## config.mk

```make
export PLATFORM = sky130hd
export DESIGN_NAME = reg_file
export DESIGN_NICKNAME = d
export VERILOG_FILES = /design/src/rtl/reg_file_pkg.sv /design/src/rtl/reg_word.sv /design/src/rtl/reg_file.sv
export SDC_FILE = /design/constraint.sdc
export NUM_CORES = 1
export LEC_CHECK = 0
export CAP_MARGIN = 20
export CELL_PAD_IN_SITES_DETAIL_PLACEMENT = 0
export CELL_PAD_IN_SITES_GLOBAL_PLACEMENT = 1
export CORE_ASPECT_RATIO = 2
export CORE_MARGIN = 10
export CORE_UTILIZATION = 49
export DETAILED_ROUTE_END_ITERATION = 12
export GPL_ROUTABILITY_DRIVEN = 1
export PLACE_DENSITY = 0.91
export SLEW_MARGIN = 10
export SYNTH_ARGS = -nofsm -noshare
export SYNTH_HDL_FRONTEND = slang
export SYNTH_SLANG_ARGS = --single-unit
```

## constraint.sdc

```tcl
create_clock -name Clk -period 4.6 [get_ports Clk]
set_clock_uncertainty 0.2 [all_clocks]
set_input_delay 0.92 -clock Clk [delete_from_list [all_inputs] [get_ports Clk]]
set_output_delay 0.92 -clock Clk [all_outputs]
set_load 0.01 [all_outputs]
```

## src/rtl/reg_file_pkg.sv

```systemverilog
// rtl/reg_file_pkg.sv - shared types, reset constants and condition-code helper for reg_file
package reg_file_pkg;

   localparam int DEF_WIDTH    = 16;
   localparam int DEF_NUM_REGS = 8;

   typedef struct packed {
      logic n;
      logic z;
      logic p;
   } nzp_t;

   localparam nzp_t NZP_RESET = 3'b010;

   // word is zero-extended by the caller; msb selects the sign bit of the real width
   function automatic nzp_t cc_of(input logic [63:0] word, input logic [5:0] msb);
      nzp_t cc;
      cc.n = word[msb];
      cc.z = (word == 64'd0);
      cc.p = !cc.n && !cc.z;
      return cc;
   endfunction

endpackage

```

## src/rtl/reg_word.sv

```systemverilog
// rtl/reg_word.sv - single load-enabled data word with synchronous active-low reset
module reg_word #(
   parameter int WIDTH = 16
) (
   input  logic             Clk,
   input  logic             Reset,
   input  logic             ld,
   input  logic [WIDTH-1:0] d,
   output logic [WIDTH-1:0] q
);

   always_ff @(posedge Clk) begin
      if (!Reset)
         q <= '0;
      else if (ld)
         q <= d;
   end

endmodule

```

## src/rtl/reg_file.sv

```systemverilog
// rtl/reg_file.sv - register file with NZP and busy scoreboard; REG_FILE_BYPASS_EN enables write-to-read bypass
module reg_file
   import reg_file_pkg::*;
#(
   parameter  int WIDTH    = DEF_WIDTH,
   parameter  int NUM_REGS = DEF_NUM_REGS,
   localparam int RW       = $clog2(NUM_REGS)
) (
   input  logic                Clk,
   input  logic                Reset,
   input  logic                ld_reg,
   input  logic [RW-1:0]       dr,
   input  logic [WIDTH-1:0]    bus_in,
   input  logic                ld_cc,
   input  logic [RW-1:0]       sr1,
   input  logic [RW-1:0]       sr2,
   output logic [WIDTH-1:0]    sr1_out,
   output logic [WIDTH-1:0]    sr2_out,
   output logic [2:0]          nzp,
   input  logic                issue,
   input  logic [RW-1:0]       issue_dr,
   output logic [NUM_REGS-1:0] busy,
   output logic                sr1_busy,
   output logic                sr2_busy,
   output logic                sb_err
);

   logic [WIDTH-1:0]    words [NUM_REGS];
   nzp_t                nzp_q;
   logic [NUM_REGS-1:0] busy_q;
   logic [NUM_REGS-1:0] busy_next;
   logic                err_q;
   logic                err_set;

   for (genvar g = 0; g < NUM_REGS; g++) begin : g_word
      reg_word #(.WIDTH(WIDTH)) u_word (
         .Clk   (Clk),
         .Reset (Reset),
         .ld    (ld_reg && (dr == RW'(g))),
         .d     (bus_in),
         .q     (words[g])
      );
   end

   always_ff @(posedge Clk) begin
      if (!Reset)
         nzp_q <= NZP_RESET;
      else if (ld_cc)
         nzp_q <= cc_of(64'(bus_in), 6'(WIDTH - 1));
   end

   // retire first so a same-index issue overrides it
   always_comb begin
      busy_next = busy_q;
      if (ld_reg)
         busy_next[dr] = 1'b0;
      if (issue)
         busy_next[issue_dr] = 1'b1;
      err_set = issue && busy_q[issue_dr] && !(ld_reg && (dr == issue_dr));
   end

   always_ff @(posedge Clk) begin
      if (!Reset) begin
         busy_q <= '0;
         err_q  <= 1'b0;
      end else begin
         busy_q <= busy_next;
         if (err_set)
            err_q <= 1'b1;
      end
   end

   assign nzp    = nzp_q;
   assign busy   = busy_q;
   assign sb_err = err_q;

`ifdef REG_FILE_BYPASS_EN
   logic hit1, hit2, reissue;

   always_comb begin
      hit1     = ld_reg && (sr1 == dr);
      hit2     = ld_reg && (sr2 == dr);
      reissue  = issue && (issue_dr == dr);
      sr1_out  = hit1 ? bus_in  : words[sr1];
      sr2_out  = hit2 ? bus_in  : words[sr2];
      sr1_busy = hit1 ? reissue : busy_q[sr1];
      sr2_busy = hit2 ? reissue : busy_q[sr2];
   end
`else
   always_comb begin
      sr1_out  = words[sr1];
      sr2_out  = words[sr2];
      sr1_busy = busy_q[sr1];
      sr2_busy = busy_q[sr2];
   end
`endif

endmodule

```

# Word level (Yosys, flattened, before mapping)
# Cells that the tools add are included.
[word_totals]
ff_bits = 140
output_inout_bits = 46
elab_cells = 71
[classes]
order_cmp = 8
n_eq_ne = 8
mux = 18
bitwise = 5
n_reduce_logical = 19
[ops]
columns = ["operator", "n"]
rows = [
  ["16-bit binary-select mux with 3-bit select", 2],
  ["16-bit two-way mux", 4],
  ["16-bit zero test", 1],
  ["3-bit by 4-bit less-than comparator with 1-bit output, second input constant", 4],
  ["8-bit two-way mux", 2],
  ["1-bit logical AND", 14],
  ["3-bit == test, second input constant", 4],
  ["1-bit binary-select mux with 3-bit select", 3],
  ["8-bit AND", 1],
  ["4-bit greater-or-equal comparator, second input constant", 2],
  ["3-bit inverter with 4-bit output", 2],
  ["8-bit inverter", 1],
  ["8-bit bitwise OR", 1],
  ["1-bit demux with 3-bit select", 2],
  ["3-bit by 2-bit == test with 1-bit output, second input constant", 2],
  ["3-bit by 1-bit greater-or-equal comparator with 1-bit output, second input constant", 2],
  ["1-bit two-way mux", 5],
  ["3-bit by 1-bit == test with 1-bit output, second input constant", 1],
  ["3-bit == test", 1],
  ["1-bit zero test", 3],
  ["3-bit zero test", 1],
]

# Depth between registers and ports, before layout
[depth]
ltp_word = 9
ltp_mapped = 7
depth_no_buf = 4

# Hierarchy
# Synthesis repeated with hierarchy kept, for this count alone.
[hier_totals]
cells_unflattened = 614
hier_area_um2 = 7878.8
[modules_own_cells]
columns = ["mod", "instances", "cells_each", "area_per_inst_um2", "seq_area_each_um2"]
rows = [
  ["reg_word", 8, 51, 615.6, 320.3],
  ["reg_file", 1, 206, 2954.1, 240.2],
]

# Worst setup path before layout
# Ideal clock, no wire load.
[synth_path]
kind = "input to output"
from = "input sr1[0]"
to = "output sr1_out[13]"
t_arrival_ps = 2021
required_ps = 3480
setup_slack_ps = 1459
cell_stages = 4
path_buffers = 2
cell_sequence = "buf_2 clkbuf_1 mux4_2 mux2_2"
[synth_via]
elab_chain_cells = 4
[synth_lines]
columns = ["item", "line_no", "rtl"]
rows = [
  ["start: declaration", "reg_file.sv:15", "input logic [RW-1:0] sr1,"],
  ["3-bit inverter with 4-bit output (implied by the code)", "reg_file.sv:91", "sr1_out = words[sr1];"],
  ["16-bit binary-select mux with 3-bit select", "reg_file.sv:91", ""],
  ["16-bit two-way mux (implied by the code) (2 in series)", "reg_file.sv:91", ""],
  ["end: declaration", "reg_file.sv:17", "output logic [WIDTH-1:0] sr1_out,"],
]
# Every way passes these cells. The select of a mux whose other input is x is not followed.

# Worst setup path after layout
[layout_path]
from = "input sr2[0]"
to = "output sr2_out[7]"
[layout_via]
elab_chain_cells = 4
[layout_lines]
columns = ["item", "line_no", "rtl"]
rows = [
  ["start: declaration", "reg_file.sv:16", "input logic [RW-1:0] sr2,"],
  ["3-bit inverter with 4-bit output (implied by the code)", "reg_file.sv:92", "sr2_out = words[sr2];"],
  ["16-bit binary-select mux with 3-bit select", "reg_file.sv:92", ""],
  ["16-bit two-way mux (implied by the code) (2 in series)", "reg_file.sv:92", ""],
  ["end: declaration", "reg_file.sv:18", "output logic [WIDTH-1:0] sr2_out,"],
]
# Every way passes these cells. The select of a mux whose other input is x is not followed.

==> run summary <==
gr usage total -> 22.5%
Most Crowded Layer GR -> met2
Critical Path, Cell by Cell -> clkdlybuf4s50_1 -> buf_12 -> mux4_1 -> mux2_2 -> clkdlybuf4s50_1
final setup fails -> 0
pin count of the biggest net entering global routing -> 59
post-CTS setup buffer count -> 0
Overall Power -> 0.00283 W
layout cells sized above 1 -> 13.6%
Worst slew margin -> 35.2%
Max VDD drop -> 0.251 mV
cts bufs inserted -> 17
critical path class -> in -> out
CP Data Required Time -> 3.48 ns
area grow syn2layout -> 17.0%
TritonCTS clock tree -> built
Final Hold Fails -> 0
DIE HEIGHT -> 198 um
TNS Setup -> 0 ns
RSZ-0062 raised after global routing -> no
Util after Layout -> 58.1%
Final Slew Violations -> 0
maximum clock path buffer count -> 2
type of element capturing the critical path -> output pin
FF+latch area -> 2800 um^2
PortBufs -> 78
mean routed wirelength per cell -> 23.8 um
fill count -> 1316
worst-margin pin slew -> 0.969 ns
Die ar. -> 21700 um^2
final wirelength -> 24300 um
ant diodes -> 0
initial antenna violation count -> 0
Synth Flop Type -> dfxtp_1
pre-CTS setup slack -> 0.386 ns
met3 Use GR -> 4.34%
minimum clock period -> 4.26 ns
Initial Util -> 49.7%
fin crit share -> 92.7%
multi-input logic area -> 4610 um^2
met2 global-route usage -> 39.7%
Distinct cells, synth -> 31
flops & latches, synth -> 140
Iter 0 DRT Violations -> 510
outcome -> complete, no violations
clock latency on the worst-skew pair -> 0.42 ns
top cells by instance count after synthesis -> 262 x nand2_1, 140 x dfxtp_1, 110 x a21boi_0
count leader, synth -> nand2_1
CTS resizes -> 0
number of enable flip-flop cells after synthesis -> 0
final worst slack -> 0.335 ns
Cell Pwr Density -> 310 nW/um^2
Via-to-Cell Ratio -> 6.23
most used cell, CP -> clkdlybuf4s50_1
Clk pin slew, worst setup/hold paths -> 0.06 ns
Slowest-stage cell, CP -> clkdlybuf4s50_1
clock sinks -> 140
gate count of the mapped netlist -> 773
max cap viols -> 0
Leakage -> 3.38 nW
vias -> 6379
share of the synthesized area in the top cell type -> 35.9%
CTS root buf -> clkbuf_16
grt ovf -> 0
Synth area leader -> dfxtp_1
synthesized net count -> 806
die width -> 109 um
Final ANT Viol Nets -> 0
core area -> 15700 um^2
ys async rst share -> 0%
first-pass GRT wire length -> 36700 um
Cell Rows -> 65
synth top area cells -> dfxtp_1 36%, mux4_1 20%, nand2_1 13%
FMAX -> 234 MHz
CP peak stage delay -> 0.81 ns
GPL Wtd Cong -> 0.834
htree depth -> 4
TritonRoute pass-1 iters -> 5
arrival time worst endpoint -> 3.14 ns
min-delay worst type -> reg -> reg
Synth Warn # -> 0
Ports -> 79
DRC errors left -> 0
GRT met1 Usage -> 25.0%
Max Fanout on Critical Path -> 22
placed wire-length estimate -> 15900 um
Nets -> 843
post-synthesis sequential area ratio -> 35.9%
CP Launch Type -> input pin
Post-CTS Hold Buffers -> 0
vias in the first global route -> 6414
mapped cell area -> 7800 um^2
Avg Inst Size Synth -> 10.1 um^2
==> logic make-up after synthesis <==
kind of cell	Yosys count	share of synthesized area (%)
xor gates and xnor gates	3	0.337
AOI/OAI and AO/OA	140	13.5
buffers and inverters	75	4.96
and+or+nand+nor	309	17.2
DFF	140	35.9
muxes	106	28.1
==> worst max-delay path: cells and delay by family <==
family / cells / cell delay (ns)
muxes: 2 / 0.65
buffers and inverters: 3 / 1.57
==> cells in the final DEF, fill, tap and decap left out, drive strengths merged, types with 5 or more instances in the layout <==
cell type / synthesis / routed
dfxtp: 140 / 140
clkbuf: 44 / 19
nor2: 10 / 10
clkinvlp: 0 / 7
a21boi: 130 / 130
mux2: 34 / 34
buf: 30 / 17
nand4: 5 / 5
mux4: 69 / 69
nor2b: 13 / 13
nand2: 266 / 266
clkdlybuf4s50: 0 / 75
==> stage by stage <==
| stage | instance area, um^2 | hold WS, ns | cells |
|---|---|---|---|
| detailed placement | 8590 | 0.248 | 992 |
| finish | 9130 | 0.261 | 1024 |
| floorplan | 7800 | 0.238 | 773 |
| CTS | 9130 | 0.262 | 1024 |
| global route | 9130 | 0.283 | 1024 |
| global placement | 8590 | 0.244 | 992 |
==> routing by layer <==
layer,up-vias,share of wire [%]
met5,-,0
met4,0,3.5
met3,60,8.6
met2,357,52
met1,3129,36
li1,2833,-
==> registers in the layout (all words and copies together) (netlist names) <==
signal           count
sb_err               1
g_word.u_word.q    128
busy                 8
nzp                  3
==> report_power, final <==
group / internal (W) / switching [W]
clock: 0.000703 / 0.000544
sequential: 0.00124 / 0.0000223
combinational: 0.000149 / 0.000170
==> worst paths after layout <==
kind / from / end / slack [ns] / cells after the start
max: sr2[0] / sr2_out[7] / 0.34 / 5
min reg2reg: sb_err$_SDFFE_PN0P_ / sb_err$_SDFFE_PN0P_ / 0.26 / 2
min: sb_err$_SDFFE_PN0P_ / sb_err$_SDFFE_PN0P_ / 0.26 / 2
max reg2reg: busy[7]$_SDFF_PN0_ / sb_err$_SDFFE_PN0P_ / 3.14 / 3
==> final cells by class <==
type                       count  share of cell area [%]
clock inverter                13                    1.03
tap                          201                    2.76
timing repair buffer          92                    10.1
inverter                       1                  0.0411
clock buffer                  19                    4.85
sequential                   140                    30.7
multi-input combinational    558                    50.5
No activity file was read; power rests on OpenSTA's default activity.
